===== src/rtl/approx_mul_err_sweeper_if.sv =====
// Bundle of control, multiplier-bus and result signals for the
// approximate-multiplier error sweeper.
interface approx_mul_err_sweeper_if #(
  parameter int W    = 8,
  parameter int SUMW = 32
);
  logic             start;
  logic             abort;
  logic             busy;
  logic             done;
  logic [W-1:0]     mul_a;
  logic [W-1:0]     mul_b;
  logic [2*W-1:0]   mul_p;
  logic [SUMW-1:0]  sum_abs_err;
  logic [2*W-1:0]   max_err;
  logic [W-1:0]     max_a;
  logic [W-1:0]     max_b;
  logic [2*W:0]     err_cnt;

  // Sweeper side: drives operands and results, receives product and control.
  modport master (
    input  start, abort, mul_p,
    output busy, done, mul_a, mul_b, sum_abs_err, max_err, max_a, max_b, err_cnt
  );

  // Harness side: drives control and the multiplier product, observes the rest.
  modport slave (
    output start, abort, mul_p,
    input  busy, done, mul_a, mul_b, sum_abs_err, max_err, max_a, max_b, err_cnt
  );
endinterface


===== src/rtl/approx_mul_err_sweeper.sv =====
// Exhaustive error-characterisation sequencer for a WxW approximate multiplier.
// Walks every operand pair (A fastest), compares the returned product with the
// exact product two cycles later, and accumulates sum/max/count of errors.
module approx_mul_err_sweeper #(
  parameter int W    = 8,
  parameter int SUMW = 32
) (
  input logic                     clk,
  input logic                     rst_n,
  approx_mul_err_sweeper_if.master bus
);

  localparam logic [1:0] S_IDLE  = 2'd0;
  localparam logic [1:0] S_SWEEP = 2'd1;
  localparam logic [1:0] S_DRAIN = 2'd2;
  localparam logic [1:0] S_DONE  = 2'd3;

  localparam logic [2*W-1:0] IDX_LAST = {(2*W){1'b1}};

  logic [1:0]      state_r;
  logic [1:0]      state_nxt_s;
  logic            busy_r;
  logic            done_r;

  // idx doubles as the registered operand pair {mul_b, mul_a}
  logic [2*W-1:0]  idx_r;

  // stage 1: operands and returned product captured together
  logic [W-1:0]    a1_r;
  logic [W-1:0]    b1_r;
  logic [2*W-1:0]  p1_r;
  logic            v1_r;

  // results
  logic [SUMW-1:0] sum_r;
  logic [2*W-1:0]  max_err_r;
  logic [W-1:0]    max_a_r;
  logic [W-1:0]    max_b_r;
  logic [2*W:0]    err_cnt_r;

  logic            start_take_s;
  logic            abort_take_s;
  logic            sweep_step_s;
  logic [2*W-1:0]  prod_s;
  logic [2*W-1:0]  err_s;
  logic [SUMW:0]   sum_ext_s;
  logic [SUMW-1:0] sum_nxt_s;

  // Qualify start/abort by state; abort dominates start in IDLE.
  always_comb begin
    start_take_s = (state_r == S_IDLE) && bus.start && !bus.abort;
    abort_take_s = bus.abort && ((state_r == S_SWEEP) || (state_r == S_DRAIN));
    sweep_step_s = (state_r == S_SWEEP) && !bus.abort;
  end

  // Next-state logic for IDLE -> SWEEP -> DRAIN -> DONE -> IDLE.
  always_comb begin
    state_nxt_s = state_r;
    case (state_r)
      S_IDLE: begin
        if (start_take_s) state_nxt_s = S_SWEEP;
        else              state_nxt_s = S_IDLE;
      end
      S_SWEEP: begin
        if (abort_take_s)            state_nxt_s = S_IDLE;
        else if (idx_r == IDX_LAST)  state_nxt_s = S_DRAIN;
        else                         state_nxt_s = S_SWEEP;
      end
      S_DRAIN: begin
        if (abort_take_s) state_nxt_s = S_IDLE;
        else              state_nxt_s = S_DONE;
      end
      S_DONE:  state_nxt_s = S_IDLE;
      default: state_nxt_s = S_IDLE;
    endcase
  end

  // Stage-2 datapath: absolute error against the exact product, saturating sum.
  always_comb begin
    prod_s = {{W{1'b0}}, a1_r} * {{W{1'b0}}, b1_r};
    if (p1_r >= prod_s) err_s = p1_r - prod_s;
    else                err_s = prod_s - p1_r;
    sum_ext_s = {1'b0, sum_r} + {{(SUMW + 1 - 2*W){1'b0}}, err_s};
    if (sum_ext_s[SUMW]) sum_nxt_s = {SUMW{1'b1}};
    else                 sum_nxt_s = sum_ext_s[SUMW-1:0];
  end

  // State register with busy/done decoded from the next state so both are registered.
  always_ff @(posedge clk or negedge rst_n) begin
    if (!rst_n) begin
      state_r <= S_IDLE;
      busy_r  <= 1'b0;
      done_r  <= 1'b0;
    end else begin
      state_r <= state_nxt_s;
      busy_r  <= (state_nxt_s == S_SWEEP) || (state_nxt_s == S_DRAIN);
      done_r  <= (state_nxt_s == S_DONE);
    end
  end

  // Operand index: cleared on start, advances in SWEEP, parks on the last pair.
  always_ff @(posedge clk or negedge rst_n) begin
    if (!rst_n) begin
      idx_r <= {(2*W){1'b0}};
    end else if (start_take_s) begin
      idx_r <= {(2*W){1'b0}};
    end else if (sweep_step_s && (idx_r != IDX_LAST)) begin
      idx_r <= idx_r + {{(2*W-1){1'b0}}, 1'b1};
    end else begin
      idx_r <= idx_r;
    end
  end

  // Stage 1: capture the pair on the bus and its returned product.
  always_ff @(posedge clk or negedge rst_n) begin
    if (!rst_n) begin
      a1_r <= {W{1'b0}};
      b1_r <= {W{1'b0}};
      p1_r <= {(2*W){1'b0}};
      v1_r <= 1'b0;
    end else if (sweep_step_s) begin
      a1_r <= idx_r[W-1:0];
      b1_r <= idx_r[2*W-1:W];
      p1_r <= bus.mul_p;
      v1_r <= 1'b1;
    end else begin
      v1_r <= 1'b0;
    end
  end

  // Stage 2: accumulate; strict compare keeps the earliest pair on ties.
  always_ff @(posedge clk or negedge rst_n) begin
    if (!rst_n) begin
      sum_r     <= {SUMW{1'b0}};
      max_err_r <= {(2*W){1'b0}};
      max_a_r   <= {W{1'b0}};
      max_b_r   <= {W{1'b0}};
      err_cnt_r <= {(2*W+1){1'b0}};
    end else if (start_take_s) begin
      sum_r     <= {SUMW{1'b0}};
      max_err_r <= {(2*W){1'b0}};
      max_a_r   <= {W{1'b0}};
      max_b_r   <= {W{1'b0}};
      err_cnt_r <= {(2*W+1){1'b0}};
    end else if (v1_r && !abort_take_s) begin
      sum_r <= sum_nxt_s;
      if (err_s != {(2*W){1'b0}}) err_cnt_r <= err_cnt_r + {{(2*W){1'b0}}, 1'b1};
      else                        err_cnt_r <= err_cnt_r;
      if (err_s > max_err_r) begin
        max_err_r <= err_s;
        max_a_r   <= a1_r;
        max_b_r   <= b1_r;
      end else begin
        max_err_r <= max_err_r;
        max_a_r   <= max_a_r;
        max_b_r   <= max_b_r;
      end
    end else begin
      sum_r <= sum_r;
    end
  end

  assign bus.busy        = busy_r;
  assign bus.done        = done_r;
  assign bus.mul_a       = idx_r[W-1:0];
  assign bus.mul_b       = idx_r[2*W-1:W];
  assign bus.sum_abs_err = sum_r;
  assign bus.max_err     = max_err_r;
  assign bus.max_a       = max_a_r;
  assign bus.max_b       = max_b_r;
  assign bus.err_cnt     = err_cnt_r;

endmodule


===== src/flat_wrapper.sv =====
// flat-port wrapper written by rule: the top's interface ports become plain ports
module approx_mul_err_sweeper_flat 
#(
  parameter int W    = 8,
  parameter int SUMW = 32
)
  (clk, rst_n, bus_start, bus_abort, bus_mul_p, bus_busy, bus_done, bus_mul_a, bus_mul_b, bus_sum_abs_err, bus_max_err, bus_max_a, bus_max_b, bus_err_cnt);
  approx_mul_err_sweeper_if #(.W(W), .SUMW(SUMW)) bus_i ();
  input logic clk;
  input logic rst_n;
  input wire logic [$bits(bus_i.start)-1:0] bus_start;
  input wire logic [$bits(bus_i.abort)-1:0] bus_abort;
  input wire logic [$bits(bus_i.mul_p)-1:0] bus_mul_p;
  output wire logic [$bits(bus_i.busy)-1:0] bus_busy;
  output wire logic [$bits(bus_i.done)-1:0] bus_done;
  output wire logic [$bits(bus_i.mul_a)-1:0] bus_mul_a;
  output wire logic [$bits(bus_i.mul_b)-1:0] bus_mul_b;
  output wire logic [$bits(bus_i.sum_abs_err)-1:0] bus_sum_abs_err;
  output wire logic [$bits(bus_i.max_err)-1:0] bus_max_err;
  output wire logic [$bits(bus_i.max_a)-1:0] bus_max_a;
  output wire logic [$bits(bus_i.max_b)-1:0] bus_max_b;
  output wire logic [$bits(bus_i.err_cnt)-1:0] bus_err_cnt;
  assign bus_i.start = bus_start;
  assign bus_i.abort = bus_abort;
  assign bus_i.mul_p = bus_mul_p;
  assign bus_busy = bus_i.busy;
  assign bus_done = bus_i.done;
  assign bus_mul_a = bus_i.mul_a;
  assign bus_mul_b = bus_i.mul_b;
  assign bus_sum_abs_err = bus_i.sum_abs_err;
  assign bus_max_err = bus_i.max_err;
  assign bus_max_a = bus_i.max_a;
  assign bus_max_b = bus_i.max_b;
  assign bus_err_cnt = bus_i.err_cnt;
  approx_mul_err_sweeper #(.W(W), .SUMW(SUMW)) u_core (.clk(clk), .rst_n(rst_n), .bus(bus_i));
endmodule

===== config.mk =====
export PLATFORM = sky130hd
export DESIGN_NAME = approx_mul_err_sweeper_flat
export DESIGN_NICKNAME = d
export VERILOG_FILES = /design/src/rtl/approx_mul_err_sweeper_if.sv /design/src/rtl/approx_mul_err_sweeper.sv /design/src/flat_wrapper.sv
export SDC_FILE = /design/constraint.sdc
export NUM_CORES = 1
export LEC_CHECK = 0
export CAP_MARGIN = 5
export CORE_UTILIZATION = 45
export CTS_BUF_LIST = sky130_fd_sc_hd__clkbuf_2 sky130_fd_sc_hd__clkbuf_4 sky130_fd_sc_hd__clkbuf_8
export DETAILED_ROUTE_END_ITERATION = 8
export PLACE_DENSITY = 0.69
export SYNTH_ARGS = -nofsm -noshare
export SYNTH_HDL_FRONTEND = slang
export SYNTH_SLANG_ARGS = --single-unit

===== constraint.sdc =====
create_clock -name clk -period 12.2 [get_ports clk]
set_input_delay 2.44 -clock clk [delete_from_list [all_inputs] [get_ports clk]]
set_output_delay 2.44 -clock clk [all_outputs]
set_load 0.02 [all_outputs]

### Word-level counts from Yosys, hierarchy flattened

Index checks and enable logic that the tools add are counted.

* bits in registers: 134
* bits in latches: 0
* RAM bits: 0
* bits in read-only memories: 0
* output and inout port bits: 99
* logic and storage cells: 71
* memories: 0

* $add $sub $neg: 5
* multipliers: 1
* div/mod/pow operators: 0
* order comparisons: 2
* eq/ne operators: 8
* shift operators: 0
* multiplexer cells: 24
* bitwise logic cells: 0
* reductions and logical operators: 18

Operators with widths (count)
* $mux W16: 6
* $mux W32: 3
* $mux W17: 3
* $mux W8: 6
* $add A32 B16 Y33: 1
* $sub A16 B16 Y16: 2
* $add A17 B1 Y17 const B: 1
* $add A16 B1 Y16 const B: 1
* $eq A16 B16 Y1 const B: 1
* $ge A16 B16 Y1: 1
* $gt A16 B16 Y1: 1
* $mul A8 B8 Y16: 1
* $ne A16 B16 Y1 const B: 1
* $reduce_bool A16 Y1: 1
* $eq A2 B2 Y1 const B: 4
* $pmux W2 S4: 1
* $reduce_bool A2 Y1: 4
* $logic_and A1 B1 Y1: 6
* $mux W2: 3
* $eq A2 B1 Y1 const B: 2
* $reduce_and A2 Y1: 2
* $logic_not A1 Y1: 2
* $logic_not A2 Y1: 1
* $logic_or A1 B1 Y1: 2
* $mux W1: 2

### Longest topological paths before layout

Gate-level depths: netlist of the first run.

* word-level depth: 7
* mapped depth: 44
* gate-level depth less buffers: 38

### Least setup slack after synthesis of the first run

OpenSTA, ideal clock, no wires.

* path type: flip-flop to flip-flop
* start point: reg u_core.b1_r[7]
* end point: reg u_core.sum_r[27], in the netlist u_core.bus.sum_abs_err[27]
* library setup time: 136 ps
* arrival time: 8923 ps
* required time: 12064 ps
* slack: 3140 ps
* stages on the path, launching flop included: 39
* path buffers: 6
* period minus slack after synthesis: 9060 ps
* cells stage by stage: dfrtp_1 > clkbuf_1 > nand2_1 > fa_1 > fa_1 > inv_1 > fa_1 > inv_1 > fa_1 > inv_1 > ha_1 > a21oi_1 > o21bai_1 > a21oi_1 > nor2b_1 > o21a_1 > o41ai_1 > xnor2_1 > [... 3 more ...] > a31oi_2 > or2_1 > buf_6 > buf_6 > mux2_2 > a21oi_1 > xnor2_1 > clkbuf_1 > clkbuf_1 > ha_1 > a21oi_1 > o21ai_0 > a221oi_1 > o41a_1 > clkbuf_1 > nand2_1 > o41ai_1 > a21oi_1

* word-level cells in the longest chain between the ends: 7
* elaborated cells between the ends (all ways): 9
* classes of those cells: add/sub (3); mul (1); order compare (1); mux (4)

Ends and longest elaborated chain
* from (decl): RTL line approx_mul_err_sweeper.sv:30 `logic [W-1:0] b1_r;`
* from (signal assigned): RTL line approx_mul_err_sweeper.sv:118 `b1_r <= {W{1'b0}};`
* from (signal assigned): RTL line approx_mul_err_sweeper.sv:123 `b1_r <= idx_r[2*W-1:W];`
* $mul A8 B8 Y16 *: RTL line approx_mul_err_sweeper.sv:80 `prod_s = {{W{1'b0}}, a1_r} * {{W{1'b0}}, b1_r};`
* $sub A16 B16 Y16, or another cell as far along: RTL line approx_mul_err_sweeper.sv:82 `else err_s = prod_s - p1_r;`
* $mux W16 *: RTL line approx_mul_err_sweeper.sv:81 `if (p1_r >= prod_s) err_s = p1_r - prod_s;`
* $add A32 B16 Y33 *: RTL line approx_mul_err_sweeper.sv:83 `sum_ext_s = {1'b0, sum_r} + {{(SUMW + 1 - 2*W){1'b0}}, err_s};`
* $mux W32 *: RTL line approx_mul_err_sweeper.sv:84 `if (sum_ext_s[SUMW]) sum_nxt_s = {SUMW{1'b1}};`
* $mux W32 *: RTL line approx_mul_err_sweeper.sv:145 `end else if (v1_r && !abort_take_s) begin`
* $mux W32 *: RTL line approx_mul_err_sweeper.sv:139 `end else if (start_take_s) begin`
* to (signal assigned): RTL line approx_mul_err_sweeper.sv:140 `sum_r <= {SUMW{1'b0}};`
* to (signal assigned): RTL line approx_mul_err_sweeper.sv:146 `sum_r <= sum_nxt_s;`
* to (signal assigned): RTL line approx_mul_err_sweeper.sv:159 `sum_r <= sum_r;`
* to (decl): RTL line approx_mul_err_sweeper.sv:35 `logic [SUMW-1:0] sum_r;`

Every way passes the cells marked *; elsewhere a longest branch is shown, timed or not. The select of a mux whose other input is x is not followed.
A chain may end at the register's enable or synchronous reset.

### Worst setup path after layout of the first run

* start point: reg u_core.a1_r[1]
* end point: reg u_core.sum_r[27], in the netlist u_core.bus.sum_abs_err[27]

* word-level cells in the longest chain between the ends: 7
* elaborated cells between the ends (all ways): 9
* classes of those cells: add/sub (3); mul (1); order compare (1); mux (4)

Ends and longest elaborated chain
* from (decl): RTL line approx_mul_err_sweeper.sv:29 `logic [W-1:0] a1_r;`
* from (signal assigned): RTL line approx_mul_err_sweeper.sv:117 `a1_r <= {W{1'b0}};`
* from (signal assigned): RTL line approx_mul_err_sweeper.sv:122 `a1_r <= idx_r[W-1:0];`
* $mul A8 B8 Y16 *: RTL line approx_mul_err_sweeper.sv:80
* $sub A16 B16 Y16, or another cell as far along: RTL line approx_mul_err_sweeper.sv:82
* $mux W16 *: RTL line approx_mul_err_sweeper.sv:81
* $add A32 B16 Y33 *: RTL line approx_mul_err_sweeper.sv:83
* $mux W32 *: RTL line approx_mul_err_sweeper.sv:84
* $mux W32 *: RTL line approx_mul_err_sweeper.sv:145
* $mux W32 *: RTL line approx_mul_err_sweeper.sv:139

Marks and branches as above.

==> metrics.txt, run 1 <==
Synth warnings=0; Synth Register Bits=134; Final period util=89.1%; H-tree lvl count=4; worst rel slew slack=24.4%; critical path's slowest cell=or2_1; nets=1439; area growth from synthesis to layout=16.5%; CP endpoint kind=flip-flop; Synth Flop Type=dfrtp_1; vias in the first global route=8728; Syn Inst Count=1186; power per cell area=168 nW/um^2; min-delay src=u_core.bus.max_b[0]$_DFFE_PN0P_; Cell Area, Synth=10900 sq um; Top Layer Used=met4; input/output buffers=118; post-cts sizing count=0; hold buffer count at CTS=0; CP Data Required Time=12.52 ns; worst skew pair latency=0.47 ns; CTS tree=yes; DRC Markers=0; total number of vias=8890; gpl congestion=0.902; startpoint types=flip-flop; final hold viol count=0; Placed Area=12300 sq um; ys async rst share=100%; Max FO, Critical Path=20; core area=23500 sq um; FP Rows=56; routed vias/inst=5.53; initial antenna violation count=0; Sink Count=134; RSZ-0062 raised after global routing=no; Synth Net Count=1350; detailed-router iteration count before antenna repair=9; register area share after synthesis=30.9%; Die X-Extent=157 microns; worst-case clock buffer depth=2; Cell variety after synth=68; DP Wirelength=20.1 mm; Initial Util=46.1%; fin. max-slew vios=0; root buffer cell=clkbuf_8; Syn Area/Cell=9.16 sq um; Final Instance Area=12700 sq um; fill count=2212; Detailed Route WL=27.8 mm; final setup fails=0; Critical Path AT=11.19 ns; FMAX=92.0 MHz; DRT antenna net count=0; leak pwr=5.92 nW; number of max-cap violations=0; Total Routing Usage GR=23.2%; CTS Buf Count=17; worst clock skew=0.0184 ns; beginning of the critical path=u_core.a1_r[1]$_DFFE_PN0P_; routed wl met3=1.26 mm; crit path kind=reg -> reg; grt ovf=0; Min Hold Slack=0.538 ns; IO Pins=119; Initial DRC Count=561; Worst Hold Class=reg -> reg; share of cells above drive strength 1=6.21%; postcts setup bufs=0; WL met1=13.2 mm; Peak VDD IR=0.111 mV; Most Frequent Cell on Critical Path=fa_1; routed len/inst=17.3 microns; min Tclk post-route=10.87 ns; Die Y=157 microns; EDFF count, synth=0; status=finished clean; first-pass GRT wire length=44.9 mm; final setup TNS=0 ns; Clock transition at path regs=0.10 ns; wire length on met2=12.9 mm; RR Startpoint=u_core.a1_r[1]$_DFFE_PN0P_; largest net degree at the start of global routing=71; CP max stage delay=0.77 ns; Worst-Margin Slew=1.13 ns; die area=24800 sq um; most common cell after layout, fill and taps aside=dfrtp_1; number of diodes=0; most frequent cells in the layout=dfrtp_1 (134), inv_1 (118), clkdlybuf4s50_1 (117)
logic make-up after synthesis:
kind of cell	share of synthesized area (%)
adder cells (fa/ha/maj)	19.3
AO/OA/AOI/OAI	17.0
buffers and inverters	6.46
flip-flops	30.9
XOR/XNOR	4.42
AND/OR/NAND/NOR	16.4
multiplexers	5.55
path summary, 6_finish.rpt:
path / slack [ns] / endpoint / cells past startpoint
min: 0.54 / u_core.bus.max_b[0]$_DFFE_PN0P_ / 2
max: 1.33 / u_core.bus.sum_abs_err[27]$_DFFE_PN0P_ / 35
max reg2reg: 1.33 / u_core.bus.sum_abs_err[27]$_DFFE_PN0P_ / 35
min reg2reg: 0.54 / u_core.bus.max_b[0]$_DFFE_PN0P_ / 2
max in group asynchronous: 8.92 / u_core.bus.max_a[5]$_DFFE_PN0P_ / 2
min in group asynchronous: 1.94 / u_core.bus.err_cnt[14]$_DFFE_PN0P_ / 1
layout make-up:
type / count / area [sq um] / share of cell area [%]
clock buffers: 17 / 234 / 1.85
clock inverters: 15 / 169 / 1.33
inverters: 119 / 447 / 3.53
multi-input cells: 880 / 6830 / 54.0
flip-flops and latches: 134 / 3350 / 26.5
well taps: 319 / 399 / 3.15
repair buffers: 123 / 1220 / 9.64
per-stage QoR:
stage / utilization, % / power, mW / setup slack (ns) / instances
floorplan: - / 1.40 / 3.14 / 1186
global placement: 52.0 / 1.72 / 1.68 / 1575
detailed placement: 52.0 / 1.73 / 1.42 / 1575
CTS: 53.7 / 2.14 / 1.34 / 1607
global route: 53.7 / 2.29 / 0.357 / 1607
finish: 53.7 / 2.13 / 1.33 / 1607
metal layers:
| metal | up-vias | GRT usage [%] |
|---|---|---|
| met5 | - | 0 |
| met4 | 0 | 6.43 |
| met3 | 31 | 3.66 |
| met2 | 232 | 37.8 |
| met1 | 4318 | 31.9 |
| li1 | 4309 | - |
state kept, by name, indices dropped and copies added (netlist names), 2 cells and up:
signal / cells
u_core.bus.max_b: 8
u_core.p1_r: 16
u_core.idx_r: 16
u_core.bus.sum_abs_err: 32
u_core.b1_r: 8
u_core.bus.err_cnt: 17
u_core.a1_r: 8
u_core.bus.max_err: 16
u_core.bus.max_a: 8
u_core.state_r: 2
synth_stat cells (all sizes together), types with 26 or more instances:
cell,n,area [sq um]
nor2,90,338
a31oi,26,169
clkbuf,42,158
o21ai,66,330
nand2,87,327
a21o,34,255
xnor2,31,279
dfrtp,134,3350
inv,119,447
a21oi,50,254
mux2i,40,400
ha,105,1310
fa,39,781
and2,64,400
where the power goes:
group / switching (mW) / leakage [nW] / internal, mW
sequential: 0.0666 / 1.81 / 0.508
combinational: 0.678 / 3.91 / 0.480
clock: 0.208 / 0.201 / 0.187
worst max-delay path, delay by kind of cell (launching register included):
family	cells	cell delay (ns)
fa+ha+maj	7	3.08
simple gates	6	1.64
compound gates	16	4.48
xor+xnor	2	0.56
mux	1	0.29
flops	1	0.49
buf+inv	3	0.16
(Power assumes the default switching activity.)
==> run 2, diff against run 1 <==
--- a/config.mk
+++ b/config.mk
@@ -8,6 +8,7 @@
 export CAP_MARGIN = 5
-export CORE_UTILIZATION = 45
+export CORE_UTILIZATION = 33
 export CTS_BUF_LIST = sky130_fd_sc_hd__clkbuf_2 sky130_fd_sc_hd__clkbuf_4 sky130_fd_sc_hd__clkbuf_8
 export DETAILED_ROUTE_END_ITERATION = 8
-export PLACE_DENSITY = 0.69
+export MAX_ROUTING_LAYER = met4
+export PLACE_DENSITY = 0.54
 export SYNTH_ARGS = -nofsm -noshare
--- a/constraint.sdc
+++ b/constraint.sdc
@@ -3,2 +3,2 @@
 set_output_delay 2.44 -clock clk [all_outputs]
-set_load 0.02 [all_outputs]
+set_load 0.01 [all_outputs]
==> run 2 against run 1 <==
  * Worst setup slack improved by 0.51 ns
  * Hold slack about the same
  * Clock power shrank 3%
  * First-iteration DRC count up 26%
  * Sequential power up 0.7%
  * Total power decreased by 2.0%
  * Die area is 36% higher
  * Register-to-register slack improved by 0.51 ns
  * Clock-buffer cell count increased by 3
  * Critical path type unchanged
  * Largest power group unchanged
==> metrics.txt, run 2 (synthesis gave the netlist of run 1 again) <==
Critical Path AT=10.70 ns (-0.49 ns); WL met1=14.5 mm (+10%); RR Startpoint=u_core.a1_r[0]$_DFFE_PN0P_; worst skew pair latency=0.46 ns (about the same); die area=33600 sq um (+36%); number of diodes=0 (unchanged); CTS tree=yes; total number of vias=8854 (-0.40%); CP endpoint kind=flip-flop; CTS Buf Count=17 (unchanged); final setup TNS=0 ns (unchanged); wire length on met2=14.0 mm (+8.3%); Worst-Margin Slew=1.17 ns (+0.0341 ns); min Tclk post-route=10.36 ns (-0.511 ns); postcts setup bufs=0 (unchanged); H-tree lvl count=4 (unchanged); final core utilization=39.5% (-14 points); critical path's slowest cell=or2_1; DRT antenna net count=0 (unchanged); Place WS=1.81 ns (+0.390 ns); Peak VDD IR=0.0751 mV (-33%); power per cell area=163 nW/um^2 (-3.2%); fill count=3274 (+48%); area growth from synthesis to layout=17.9%; routed wl met3=1.02 mm (-19%); FMAX=96.5 MHz (+4.9%); FP Rows=66 (+18%); final hold viol count=0 (unchanged); DRC Markers=0 (unchanged); vias in the first global route=8870 (+1.6%); grt ovf=0 (unchanged); Reg2Reg Depth=34 (-2.9%); CP max stage delay=0.77 ns (about the same); Placed Area=12400 sq um (+1.4%); Final period util=84.9% (-4.2 points); worst clock skew=0.0259 ns (+0.00750 ns); RR Endpoint=u_core.bus.sum_abs_err[29]$_DFFE_PN0P_; core area=32500 sq um (+38%); most frequent cells in the layout=dfrtp_1 (134), inv_1 (118), clkdlybuf4s50_1 (117); Clock transition at path regs=0.09 ns (about the same); largest net degree at the start of global routing=79 (+11%); worst rel slew slack=22.1% (-2.3 points); max reg flops=32 (unchanged); hold buffer count at CTS=0 (unchanged); Top Layer Used=met4; Initial Util=33.5% (-13 points); DP Wirelength=22.1 mm (+9.7%); Final Instance Area=12800 sq um (+1.2%); gpl congestion=0.851 (-5.7%); routed vias/inst=5.11 (-7.6%); fin. max-slew vios=0 (unchanged); detailed-router iteration count before antenna repair=7 (-2); share of cells above drive strength 1=6.43% (+0.22 points); startpoint types=flip-flop; hold path depth=2 (unchanged); IO Pins=119 (unchanged); worst hold endpoint=u_core.bus.max_b[1]$_DFFE_PN0P_; number of max-cap violations=0 (unchanged); CP Data Required Time=12.53 ns (about the same); post-cts sizing count=0 (unchanged); input/output buffers=118 (unchanged); nets=1441 (+0.14%); first-pass GRT wire length=48.6 mm (+8.1%); Max FO, Critical Path=20 (unchanged); most common cell after layout, fill and taps aside=dfrtp_1; min-delay src=u_core.bus.max_b[1]$_DFFE_PN0P_; crit path kind=reg -> reg; status=finished clean; Most Frequent Cell on Critical Path=fa_1; Detailed Route WL=29.9 mm (+7.5%); worst setup margin=1.84 ns (+0.511 ns); root buffer cell=clkbuf_8; RSZ-0062 raised after global routing=no; final setup fails=0 (unchanged); Initial DRC Count=709 (+26%); Die X-Extent=183 microns (+17%); leak pwr=5.92 nW (about the same); Total Routing Usage GR=18.8% (-4.4 points); worst-case clock buffer depth=2 (unchanged); initial antenna violation count=0 (unchanged); setup slack, reg-to-reg=1.84 ns (+0.51 ns); Worst Hold Class=reg -> reg; Sink Count=134 (unchanged); Die Y=183 microns (+17%); routed len/inst=17.2 microns (-0.26%)
-- run 2: critical path: cells and delay by family, from the launching register on --
kind            cells  cell delay [ns]
flops               1             0.53
compound gates     13             3.48
buf+inv             3             0.15
fa+ha+maj           7             3.19
mux                 1             0.29
simple gates        8             2.00
xor+xnor            2             0.57
-- run 2: report_power, final --
part           switching, mW  internal, mW
clock network          0.205         0.178
registers             0.0704         0.507
logic                  0.642         0.480
-- run 2: worst max-delay path by stage --
| stage | start | end | slack (ns) | cells after the start |
|---|---|---|---|---|
| global placement | u_core.a1_r[1]$_DFFE_PN0P_ | u_core.bus.sum_abs_err[18]$_DFFE_PN0P_ | 2.08 | 35 |
| global route | u_core.a1_r[1]$_DFFE_PN0P_ | u_core.bus.sum_abs_err[29]$_DFFE_PN0P_ | 0.97 | 35 |
| floorplan | u_core.b1_r[7]$_DFFE_PN0P_ | u_core.bus.sum_abs_err[27]$_DFFE_PN0P_ | 3.14 | 38 |
| finish | u_core.a1_r[0]$_DFFE_PN0P_ | u_core.bus.sum_abs_err[29]$_DFFE_PN0P_ | 1.84 | 34 |
| detailed placement | u_core.a1_r[0]$_DFFE_PN0P_ | u_core.bus.sum_abs_err[18]$_DFFE_PN0P_ | 1.81 | 34 |
| CTS | u_core.a1_r[0]$_DFFE_PN0P_ | u_core.bus.sum_abs_err[29]$_DFFE_PN0P_ | 1.79 | 34 |
-- run 2: final cells by class --
type                    count  area [sq um]  share of cell area, %
clock inverters            12           118                  0.918
repair buffers            125          1230                   9.64
well taps                 442           553                   4.32
inverters                 119           447                   3.49
multi-input cells         880          6830                   53.4
flip-flops and latches    134          3350                   26.2
clock buffers              20           269                   2.10
-- run 2: metrics by stage --
step / std cells / hold WS, ns / power, mW
floorplan: 1186 / 0.487 / 1.37
global placement: 1700 / 0.519 / 1.71
detailed placement: 1700 / 0.513 / 1.71
CTS: 1732 / 0.542 / 2.11
global route: 1732 / 0.567 / 2.26
finish: 1732 / 0.538 / 2.08
-- run 2: layer usage --
metal	vias to the layer above	GRT usage, %
li1	4311	-
met1	4322	25.7
met5	-	-
met2	202	29.8
met3	19	2.38
met4	0	4.37
==> run 3, diff against run 2 <==
- PLACE_DENSITY: 0.54 -> 0.56
- clock period: 12.2 -> 8.4 ns (I/O delays scaled with it)
==> run 3 against run 2 <==
  * Non-clock buffer count up 92
  * Clock skew decreased by 0.012 ns
  * Maximum frequency is 27% higher
  * Via count is 3.9% higher
  * Sequential power increased by 46%
  * Critical endpoint is now u_core.bus.sum_abs_err[27]$_DFFE_PN0P_
  * Largest cell class unchanged
  * Highest routed layer unchanged
==> metrics.txt, run 3 (synthesis gave the netlist of run 1 again) <==
status=finished clean; Total Routing Usage GR=19.1% (+0.30 points); Sink Count=134 (unchanged); area growth from synthesis to layout=29.0%; total number of vias=9201 (+3.9%); FMAX=123 MHz (+27%); Initial Util=33.5% (unchanged); DRT antenna net count=0 (unchanged); largest net degree at the start of global routing=85 (+7.6%); Placed Area=13100 sq um (+5.3%); routed vias/inst=5.05 (-1.3%); H-tree lvl count=4 (unchanged); nets=1533 (+6.4%); Die X-Extent=183 microns (unchanged); most common cell after layout, fill and taps aside=dfrtp_1; Final period util=96.9% (+12 points); CTS Buf Count=17 (unchanged); initial antenna violation count=0 (unchanged); Worst Hold Class=reg -> reg; final setup fails=0 (unchanged); number of max-cap violations=0 (unchanged); routed len/inst=17.0 microns (-1.5%); DRC Markers=0 (unchanged); max reg flops=32 (unchanged); Reg area=3360 sq um (+0.26%); worst-case clock buffer depth=2 (unchanged); gpl congestion=0.871 (+2.4%); Reg2Reg Depth=35 (+2.9%); Die Y=183 microns (unchanged); startpoint types=flip-flop; worst rel slew slack=32.4% (+10 points); share of cells above drive strength 1=18.0% (+12 points); Detailed Route WL=31.0 mm (+3.7%); fin. max-slew vios=0 (unchanged); DP Wirelength=22.8 mm (+3.1%); most frequent cells in the layout=dfrtp_1 (127), clkdlybuf4s50_1 (117), inv_1 (116); leak pwr=6.45 nW (+8.9%); IO Pins=119 (unchanged); CP Data Required Time=8.73 ns (-3.80 ns); Final Instance Count excl. Fillers=1823 (+5.3%); CP endpoint kind=flip-flop; hold path depth=2 (unchanged); die area=33600 sq um (unchanged); hold buffer count at CTS=0 (unchanged); power per cell area=250 nW/um^2 (+53%); grt ovf=0 (unchanged); worst clock skew=0.0136 ns (-0.0122 ns); CP max stage delay=0.53 ns (-0.24 ns); Clock transition at path regs=0.08 ns (about the same); Critical Path AT=8.47 ns (-2.23 ns); area of the multi-input gates=7290 sq um (+6.6%); worst skew pair latency=0.48 ns (+0.02 ns); detailed-router iteration count before antenna repair=5 (-2); Worst-Margin Slew=1.01 ns (-0.155 ns); vias in the first global route=8969 (+1.1%); crit path kind=reg -> reg; number of diodes=0 (unchanged); Initial DRC Count=578 (-18%); final hold viol count=0 (unchanged); Peak VDD IR=0.168 mV (+120%); critical path's slowest cell=fa_1; input/output buffers=118 (unchanged); Place WS=-0.126 ns (-1.94 ns); CTS tree=yes; Placed Cells incl. Taps=1782 (+4.8%); min Tclk post-route=8.14 ns (-2.22 ns); total power=3.50 mW (+68%); fill count=3175 (-3.0%); Final Instance Area=14000 sq um (+9.4%); first-pass GRT wire length=48.9 mm (+0.72%); Max FO, Critical Path=7 (-65%); root buffer cell=clkbuf_8; core area=32500 sq um (unchanged); worst setup margin=0.261 ns (-1.58 ns); FP Rows=66 (unchanged)
## run 3: cell count changes in the layout (fill, tap and decap cells not counted), sizes merged
cell,previous run,this run
bufinv,1,2
clkinv,3,8
clkbuf,20,18
inv,124,119
buf,8,100
## run 3: where the power goes
part           total (mW)  leakage [nW]  switching, mW  internal, mW
Combinational        2.10          4.46           1.10          1.01
Sequential          0.843          1.80          0.105         0.738
Clock               0.551         0.190          0.283         0.268
Total                3.50          6.45           1.48          2.01
## run 3: final timing paths
check	from	endpoint	slack [ns]
max	u_core.a1_r[2]$_DFFE_PN0P_	u_core.bus.sum_abs_err[27]$_DFFE_PN0P_	0.26
min	u_core.bus.max_b[0]$_DFFE_PN0P_	u_core.bus.max_b[0]$_DFFE_PN0P_	0.53
max reg2reg	u_core.a1_r[2]$_DFFE_PN0P_	u_core.bus.sum_abs_err[27]$_DFFE_PN0P_	0.26
min reg2reg	u_core.bus.max_b[0]$_DFFE_PN0P_	u_core.bus.max_b[0]$_DFFE_PN0P_	0.53
max in group asynchronous	rst_n	u_core.b1_r[3]$_DFFE_PN0P_	5.90
min in group asynchronous	rst_n	u_core.bus.sum_abs_err[20]$_DFFE_PN0P_	1.27
## run 3: area by class of cell
class,instances,area share [%]
multi-input cells,880,52.0
repair buffers,217,14.1
well taps,442,3.95
flip-flops and latches,134,24.0
inverters,119,3.19
clock inverters,13,0.956
clock buffers,18,1.77
## run 3: per-stage QoR
step | utilization [%] | setup TNS, ns | hold WS (ns)
after floorplan | - | -0.0440 | 0.487
after global placement | 40.3 | -0.0776 | 0.511
after detailed placement | 40.3 | -1.22 | 0.514
after CTS | 41.5 | 0 | 0.536
after global routing | 43.2 | -2.07 | 0.556
final | 43.2 | 0 | 0.527
## run 3: per-layer routing
layer | wire length [microns] | part of all wire (%) | global-route usage [%] | vias to the layer above
li1 | - | - | - | 4503
met1 | 14600 | 47 | 25.3 | 4479
met2 | 14800 | 48 | 29.9 | 191
met3 | 1140 | 3.7 | 3.35 | 28
met4 | 437 | 1.4 | 5.47 | 0
met5 | 0 | 0 | - | -
## run 3: repair_timing
| action | CTS | global route |
|---|---|---|
| setup buffers | 0 | 10 |
| hold endpoints to repair | 0 | 0 |
| pin swaps | 4 | 54 |
| gates resized for setup | 3 | 93 |
| cloned | 0 | 0 |
| setup endpoints to repair | 21 | 64 |
## run 3: critical path: cells and delay by family, from the launching register on
| family | cells | cell delay (ns) |
|---|---|---|
| flip-flops | 1 | 0.46 |
| AND/OR/NAND/NOR | 6 | 0.93 |
| adder cells (fa/ha/maj) | 7 | 2.78 |
| XOR/XNOR | 2 | 0.32 |
| buffers and inverters | 3 | 0.16 |
| AO/OA/AOI/OAI | 16 | 3.09 |
| multiplexers | 1 | 0.25 |
